==> config.mk <==
export PLATFORM = sky130hd
export DESIGN_NAME = spectrum_equalizer
export DESIGN_NICKNAME = d
export VERILOG_FILES = /design/src/rtl/spectrum_equalizer.sv
export SDC_FILE = /design/constraint.sdc
export NUM_CORES = 1
export LEC_CHECK = 0
export BUFFER_PORTS_ARGS = -buffer_cell sky130_fd_sc_hd__clkbuf_2
export CAP_MARGIN = 15
export CORE_MARGIN = 2
export CORE_UTILIZATION = 45
export DETAILED_ROUTE_END_ITERATION = 8
export MAX_ROUTING_LAYER = met4
export PLACE_DENSITY = 0.7
export REMOVE_ABC_BUFFERS = 1
export SKIP_LAST_GASP = 1
export SLEW_MARGIN = 20
export SYNTH_ARGS = -nofsm -noshare
export SYNTH_HDL_FRONTEND = slang
export SYNTH_SLANG_ARGS = --single-unit
==> constraint.sdc <==
create_clock -name fft_clk -period 8.1 [get_ports fft_clk]
set_clock_uncertainty 0.15 [all_clocks]
set_input_delay 0 -clock fft_clk [delete_from_list [all_inputs] [get_ports fft_clk]]
set_output_delay 0 -clock fft_clk [all_outputs]
set_load 0.01 [all_outputs]
==> src/rtl/spectrum_equalizer.sv <==
// Frequency-domain equalizer sitting between a forward and an inverse FFT.
// Each bin is scaled by the gain of the band it falls into. Conjugate bins
// share a band, so the inverse FFT still produces a real-valued signal.
// Two pipeline stages: band/gain lookup, then multiply and saturate.
module spectrum_equalizer #(
    parameter int SAMPLES = 4096,
    parameter int BANDS   = 16
) (
    input  logic                     fft_clk,
    input  logic                     reset_n,
    input  logic                     sink_valid,
    output logic                     sink_ready,
    input  logic [15:0]              sink_real,
    input  logic [15:0]              sink_imag,
    input  logic                     sink_sop,
    input  logic                     sink_eop,
    input  logic [5:0]               sink_exp,
    output logic                     source_valid,
    output logic                     source_sop,
    output logic                     source_eop,
    output logic [15:0]              source_real,
    output logic [15:0]              source_imag,
    output logic [5:0]               source_exp,
    input  logic                     source_ready,
    input  logic                     gain_we,
    input  logic [$clog2(BANDS)-1:0] gain_addr,
    input  logic [7:0]               gain_data,
    input  logic                     bypass,
    output logic                     clip,
    output logic                     frame_err
);

    localparam int K_W       = $clog2(SAMPLES);
    localparam int B_W       = $clog2(BANDS);
    localparam int BIN_SHIFT = $clog2(SAMPLES / (2 * BANDS));
    localparam logic [K_W-1:0] K_LAST = K_W'(SAMPLES - 1);
    localparam logic [7:0]     UNITY  = 8'd128;

    typedef struct packed {
        logic [15:0] re;
        logic [15:0] im;
        logic        sop;
        logic        eop;
        logic [5:0]  blk_exp;
    } beat_t;

    // Handshake and framing state
    logic           stall;
    logic           accept;
    logic           in_frame;
    logic           keep;
    logic [K_W-1:0] k_last;
    logic [K_W-1:0] k_cur;
    logic           prev_eop;
    logic           err_sop;
    logic           err_eop;
    logic           err_orphan;

    // Band lookup
    logic [K_W-1:0] fold;
    logic [K_W-1:0] band_full;
    logic [B_W-1:0] band;
    logic [7:0]     staged     [BANDS];
    logic [7:0]     active     [BANDS];
    logic [7:0]     staged_nxt [BANDS];
    logic [7:0]     gain_cur;

    // Pipeline
    beat_t          in_beat;
    beat_t          s1_beat;
    logic           s1_valid;
    logic [7:0]     s1_gain;
    logic           s1_bypass;
    logic [16:0]    res_re;
    logic [16:0]    res_im;
    logic [15:0]    out_re;
    logic [15:0]    out_im;
    logic           out_sat;

    // Signed 16-bit sample times unsigned Q1.7 gain; floor via arithmetic
    // shift, then clamp. Returns {saturated, value}.
    function automatic logic [16:0] scale(input logic [15:0] x, input logic [7:0] g);
        logic signed [24:0] xe;
        logic signed [24:0] ge;
        logic signed [24:0] p;
        xe = 25'($signed(x));
        ge = 25'({1'b0, g});
        p  = (xe * ge) >>> 7;
        if (p > 25'sd32767)
            scale = {1'b1, 16'h7fff};
        else if (p < -25'sd32768)
            scale = {1'b1, 16'h8000};
        else
            scale = {1'b0, p[15:0]};
    endfunction

    // The whole pipe freezes while the output beat is refused downstream.
    assign stall      = source_valid & ~source_ready;
    assign sink_ready = ~stall;
    assign accept     = sink_valid & sink_ready;

    // Beats outside a frame (after eop, before the next sop) are consumed and dropped.
    assign in_frame   = sink_sop | ~prev_eop;
    assign keep       = accept & in_frame;
    assign k_cur      = sink_sop ? '0 : k_last + K_W'(1);

    assign err_sop    = sink_sop & ~prev_eop & (k_last != K_LAST);
    assign err_eop    = sink_eop & (k_cur != K_LAST);
    assign err_orphan = ~sink_sop & prev_eop;

    assign in_beat = '{re: sink_real, im: sink_imag, sop: sink_sop,
                       eop: sink_eop, blk_exp: sink_exp};

    // Fold upper half onto lower half: for k >= SAMPLES/2, -k mod SAMPLES = SAMPLES-k.
    assign fold      = k_cur[K_W-1] ? (~k_cur + K_W'(1)) : k_cur;
    assign band_full = fold >> BIN_SHIFT;
    // Only the Nyquist bin overflows the band range; it joins the top band.
    assign band      = (band_full >= K_W'(BANDS)) ? B_W'(BANDS - 1) : band_full[B_W-1:0];

    // Staged gains with this cycle's write merged in, so a write coinciding with sop counts.
    always_comb begin
        // NOTE: every always_comb output gets a value on every path; a missing
        // branch assignment would infer a latch.
        for (int i = 0; i < BANDS; i++)
            staged_nxt[i] = (gain_we && gain_addr == B_W'(i)) ? gain_data : staged[i];
    end

    // The sop beat already uses the gains it is about to latch into the active bank.
    assign gain_cur = sink_sop ? staged_nxt[band] : active[band];

    // Gain banks: staged follows writes, active is swapped in at frame start.
    always_ff @(posedge fft_clk or negedge reset_n) begin
        // NOTE: the gain banks are a handful of flops with a defined power-up
        // value (unity), so they are reset like any other state; large RAMs
        // would not be.
        if (!reset_n) begin
            for (int i = 0; i < BANDS; i++) begin
                staged[i] <= UNITY;
                active[i] <= UNITY;
            end
        end else begin
            for (int i = 0; i < BANDS; i++) begin
                // NOTE: non-blocking assignment keeps every flop sampling the
                // pre-edge values regardless of statement order.
                staged[i] <= staged_nxt[i];
                if (accept && sink_sop)
                    active[i] <= staged_nxt[i];
            end
        end
    end

    // Bin index, end-of-frame tracking and the sticky framing error.
    always_ff @(posedge fft_clk or negedge reset_n) begin
        if (!reset_n) begin
            k_last    <= '0;
            prev_eop  <= 1'b1;
            frame_err <= 1'b0;
        end else if (accept) begin
            k_last <= k_cur;
            if (in_frame)
                prev_eop <= sink_eop;
            if (err_sop || err_eop || err_orphan)
                frame_err <= 1'b1;
        end
    end

    // Stage 1: capture the beat together with its resolved gain.
    always_ff @(posedge fft_clk or negedge reset_n) begin
        if (!reset_n) begin
            s1_valid  <= 1'b0;
            s1_beat   <= '0;
            s1_gain   <= UNITY;
            s1_bypass <= 1'b0;
        end else if (!stall) begin
            s1_valid  <= keep;
            s1_beat   <= in_beat;
            s1_gain   <= gain_cur;
            s1_bypass <= bypass;
        end
    end

    // Scale both components, or pass them straight through in bypass.
    always_comb begin
        res_re = scale(s1_beat.re, s1_gain);
        res_im = scale(s1_beat.im, s1_gain);
        if (s1_bypass) begin
            out_re  = s1_beat.re;
            out_im  = s1_beat.im;
            out_sat = 1'b0;
        end else begin
            out_re  = res_re[15:0];
            out_im  = res_im[15:0];
            out_sat = res_re[16] | res_im[16];
        end
    end

    // Stage 2: source registers; clip fires only on a beat's first presented cycle.
    always_ff @(posedge fft_clk or negedge reset_n) begin
        if (!reset_n) begin
            source_valid <= 1'b0;
            source_sop   <= 1'b0;
            source_eop   <= 1'b0;
            source_real  <= '0;
            source_imag  <= '0;
            source_exp   <= '0;
            clip         <= 1'b0;
        end else if (!stall) begin
            source_valid <= s1_valid;
            source_sop   <= s1_valid & s1_beat.sop;
            source_eop   <= s1_valid & s1_beat.eop;
            source_real  <= out_re;
            source_imag  <= out_im;
            source_exp   <= s1_beat.blk_exp;
            clip         <= s1_valid & out_sat;
        end else begin
            clip <= 1'b0;
        end
    end

endmodule

==> results by stage <==
Finish:
- The post-route standard cell area excluding fillers is 28,700 um^2.
- In the final layout, the share of cells above drive strength 1 is 0.120.
- The most frequent standard cell in the layout excluding fill and tap cells is sky130_fd_sc_hd__nand2_1.
- The final layout net count is 3,186.
- Leaving out filler cells and counting taps, the final layout contains 3,622.
- In the layout the commonest cells are 595 x sky130_fd_sc_hd__nand2_1, 368 x sky130_fd_sc_hd__inv_1, 324 x sky130_fd_sc_hd__dfrtp_1, 202 x sky130_fd_sc_hd__fa_1, 144 x sky130_fd_sc_hd__o21ai_0.
- After filler insertion, the fill cell instance count of the layout stands at 5,063.
- The area growth from synthesis to layout is 12.2%.

Route:
- In this run the remaining antenna-violating nets after routing total 0.
- The via density per instance is 5.49.
- The number of optimization iterations in the first detailed-route pass is 5.
- For this block, the via count after detailed routing is 19,900.
- The number of design rule violations left after detail routing is 0.
- The final layout contains routed wiring with a total length of 66,800 um.
- The per-cell routed wire length is 18.4 um.
- The iteration-0 DRC count of the detailed router is 1,328.

Worst setup path:
- The category of the worst setup path capture point is a flop.
- The maximum cell stage delay along the critical path is 1.09 ns.
- The reg-to-reg setup timing slack is 1.52 ns.
- Of all nets on the critical path, the largest fanout is 31.
- The class of the most critical setup path is reg2reg.
- The critical path startpoint is s1_gain[0].
- The startpoint identified for the worst register-to-register timing path is s1_gain[0].
- The data required time at the worst endpoint is 8.36 ns.
- By instance count, the cell type seen most on the critical path is sky130_fd_sc_hd__fa_1.
- In this run the critical register-to-register path is captured at source_imag[13].
- For the worst setup path, the data arrival time is 6.85 ns.
- The slowest cell on the critical path is sky130_fd_sc_hd__dfrtp_1.
- The worst setup path is launched from a flop.
- The number of cells on the worst reg-to-reg path is 19.
- Grouping stages by cell kind, the critical path spends the most delay in adder cells.
- The critical path ends at source_imag[13].
- The total buffers and inverters traversed by the critical path is 3.
- The number of cells on the critical path is 19.
- The critical path goes through nand2_1, fa_1, inv_1, fa_1, fa_1, inv_1, fa_1, inv_1, ha_1, a21oi_1, nor2_1, o21ai_0, nand3b_1, a31o_2, a41oi_1, mux2i_1, a21o_1, nor2_1, a21oi_1.

Synth:
- The post-synthesis cell type with the largest combined area is sky130_fd_sc_hd__dfrtp_1.
- By area the synthesized netlist is led by sky130_fd_sc_hd__dfrtp_1 32%, sky130_fd_sc_hd__fa_1 16%, sky130_fd_sc_hd__nand2_1 8.8%.
- In this run, synthesis inferred 0 flip-flops with an integrated enable.
- Of the synthesized area, sequential elements account for 0.356.
- A synthesized cell averages 9.25 um^2.
- The synthesized-area fraction occupied by ao, oa, aoi and oai cells is 0.105.
- Of all flip-flops after synthesis, the portion carrying an async set or reset was 1.00.
- The number of distinct library cells after synthesis is 81.
- The cell area that synthesis handed to floorplanning was 25,600 um^2.
- For this run, the number of Yosys warnings is 0.
- The synthesized-area fraction occupied by adder cells is 0.204.
- The mux contribution to synthesized area is 0.0680.
- Of the total synthesized cell area, the portion taken by XOR and XNOR cells is 0.0168.
- The synthesis-stage register bit count is 362.
- Of the post-synthesis cell area, the dominant cell type holds 0.321.
- After technology mapping, the gate count stands at 2,764.
- The dominant combinational cell family by area after synthesis is adder cells.
- For this run, the leading register cell type out of synthesis is sky130_fd_sc_hd__dfrtp_1.
- Of the total synthesized cell area, the portion taken by AND, OR, NAND and NOR gates is 0.167.

Timing:
- In this run the tightest slew margin relative to its limit is 0.225.
- The number of endpoints with negative hold slack in the final report is 0.
- The worst-case setup margin in the final layout is 1.52 ns.
- Summed over all failing endpoints, the final setup total negative slack is 0 ns.
- The post-route minimum period is 6.58 ns.
- On the final layout, the worst hold slack is 0.0237 ns.
- The count of endpoints failing setup in the final report is 0.
- Setup repair after global routing left no endpoint under its margin.
- The final critical-path share of the clock period is 0.813.
- The max-slew violation total from the final report is 0.
- Based on the critical path, the design can be clocked at up to 0.152 GHz.
- The pin slew with the least headroom to its limit is 1.16 ns.

Clocking:
- The clock root buffer is sky130_fd_sc_hd__clkbuf_16.
- The clock tree synthesis step divided the H-tree into 2 levels.
- The clock transition at the register clock pins on the worst setup and hold paths after CTS is 0.06 ns.
- The clock tree from TritonCTS is done.
- The number of gates resized after CTS is 0.
- The post-CTS repair timing setup buffer count is 0.
- The clock drives 362 sinks.
- The clock passes through at most 3 buffers.
- The number of clock buffers added by TritonCTS is 42.
- The later pin in the worst-skew pair is clocked with a latency of 0.59 ns.

Floorplanning:
- The die is 242 um wide.
- The floorplan has 87 rows.
- The initial utilization of the core area, before any placement, comes to 0.454.
- The die footprint is 58,700 um^2.
- 102 I/O pins were placed.
- The vertical die dimension is 242 um.
- The placeable core area is 56,300 um^2.

Place:
- The count of input and output buffers is 101.
- The final RePlAce weighted congestion is 0.862.
- The estimated wirelength of the detail-placed design is 44,300 um.
- The placement-stage worst setup slack is 1.64 ns.
- In this run the cell area measured after placement is 26,500 um^2.
- Including well taps, the total number of placed cells is 3,472.

Worst hold path:
- The path class of the tightest hold or removal check is in2reg.
- The number of stages on the worst hold path is 4.
- The source of the worst hold timing path is sink_exp[2].

GRT:
- The first global-routing pass estimated 109,000 um of wire.
- After global routing the overflow that remains totals 0.
- The number of antenna violations at the first check in global routing is 3.
- The number of global-route vias before repair is 20,500.
- The maximum number of pins on one net before global-route repair is 181.
- Across every metal layer, demand over resource in global routing totals 0.236.

Power and ir drop:
- The worst vdd rail ir drop is 541 uV.
- The areal power density over the cells is 447 nW/um^2.
- The static leakage is 14.2 nW.

Job:
- The total of max-cap violations is 0.

Status:
- The flow ran to the end, and the final reports show no timing, DRC or antenna violations.
## Yosys cell counts, types with 8 or more instances
master / number
sky130_fd_sc_hd__nor2b_1: 8
sky130_fd_sc_hd__mux2_2: 80
sky130_fd_sc_hd__and2_1: 141
sky130_fd_sc_hd__o221ai_1: 22
sky130_fd_sc_hd__a211oi_1: 27
sky130_fd_sc_hd__o22ai_1: 13
sky130_fd_sc_hd__nand3_1: 24
sky130_fd_sc_hd__ha_1: 93
sky130_fd_sc_hd__clkbuf_1: 130
sky130_fd_sc_hd__a31oi_1: 9
sky130_fd_sc_hd__a21o_1: 17
sky130_fd_sc_hd__buf_1: 8
sky130_fd_sc_hd__o211ai_1: 24
sky130_fd_sc_hd__o311ai_0: 8
sky130_fd_sc_hd__nor3_1: 29
sky130_fd_sc_hd__mux2i_1: 80
sky130_fd_sc_hd__xnor2_1: 31
sky130_fd_sc_hd__a21oi_1: 80
sky130_fd_sc_hd__buf_2: 21
sky130_fd_sc_hd__nand2_1: 596
sky130_fd_sc_hd__and3_1: 13
sky130_fd_sc_hd__fa_1: 202
sky130_fd_sc_hd__or3_1: 22
sky130_fd_sc_hd__xor2_1: 18
sky130_fd_sc_hd__dfstp_2: 34
sky130_fd_sc_hd__inv_1: 369
sky130_fd_sc_hd__dfrtp_1: 328
sky130_fd_sc_hd__o21ai_0: 144
sky130_fd_sc_hd__o21bai_1: 9
sky130_fd_sc_hd__buf_4: 11
sky130_fd_sc_hd__nor2_1: 55
## what timing repair did
item	4_1_cts	5_1_grt
setup endpoints to repair	0	0
hold endpoints to repair	395	0
hold buffers	73	0
## logic make-up (layout without fill, tap and decap cells)
logic type                 after synthesis  in the layout
other                                    0              1
adders and majority gates              295            295
xor gates and xnor gates                49             49
and+or+nand+nor                        938            938
buffers and inverters                  542            643
muxes                                  162            162
AOI/OAI and AO/OA                      416            416
DFF                                    362            362
## per-layer routing
| metal | GRT usage | up-vias | routed length [um] |
|---|---|---|---|
| li1 | - | 9063 | - |
| met1 | 0.295 | 10000 | 27700 |
| met2 | 0.394 | 669 | 33000 |
| met3 | 0.0379 | 124 | 4240 |
| met4 | 0.0741 | 0 | 1820 |
| met5 | - | - | 0 |
## cell type report
| class | count | area, um^2 | share of cell area |
|---|---|---|---|
| well taps | 756 | 946 | 0.0330 |
| inverters | 369 | 1390 | 0.0483 |
| clock buffers | 64 | 1260 | 0.0441 |
| clock inverters | 12 | 131 | 0.00458 |
| repair buffers | 198 | 1460 | 0.0509 |
| flip-flops and latches | 362 | 9110 | 0.318 |
| diodes | 1 | 2.50 | 0.0000873 |
| multi-input cells | 1860 | 14400 | 0.501 |
## where the power goes
part	total (mW)	internal [mW]	switching (mW)
Clock	1.91	1.12	0.793
Combinational	8.11	3.34	4.77
Sequential	2.79	2.35	0.434
## sequential cells by signal, indices dropped and copies added (netlist names), 6 cells and up
signal	flops
staged	128
s1_beat	40
active	128
s1_gain	8
source_exp	6
k_last	12
source_real	16
source_imag	16
## worst min path at each step
stage | to | slack (ns)
after floorplan | active[0] | -0.45
after global placement | source_sop | -0.03
after detailed placement | source_sop | -0.01
after CTS | s1_beat[4] | 0.0004
after global routing | s1_beat[16] | 0.03
final | s1_beat[2] | 0.02
## metrics by stage
stage	power (mW)	util
6_report	12.8	0.510
5_1_grt	14.1	0.510
4_1_cts	12.9	0.509
3_5_place_dp	10.9	0.471
3_3_place_gp	10.6	0.471
2_1_floorplan	8.85	-
## worst min-delay path: stages
cell and delay (ns):
sky130_fd_sc_hd__dlygate4sd3_1 0.52, sky130_fd_sc_hd__clkbuf_2 0.09, sky130_fd_sc_hd__nand2_1 0.04, sky130_fd_sc_hd__nand2_1 0.06
Note: power is estimated with default switching activity, not from simulation.
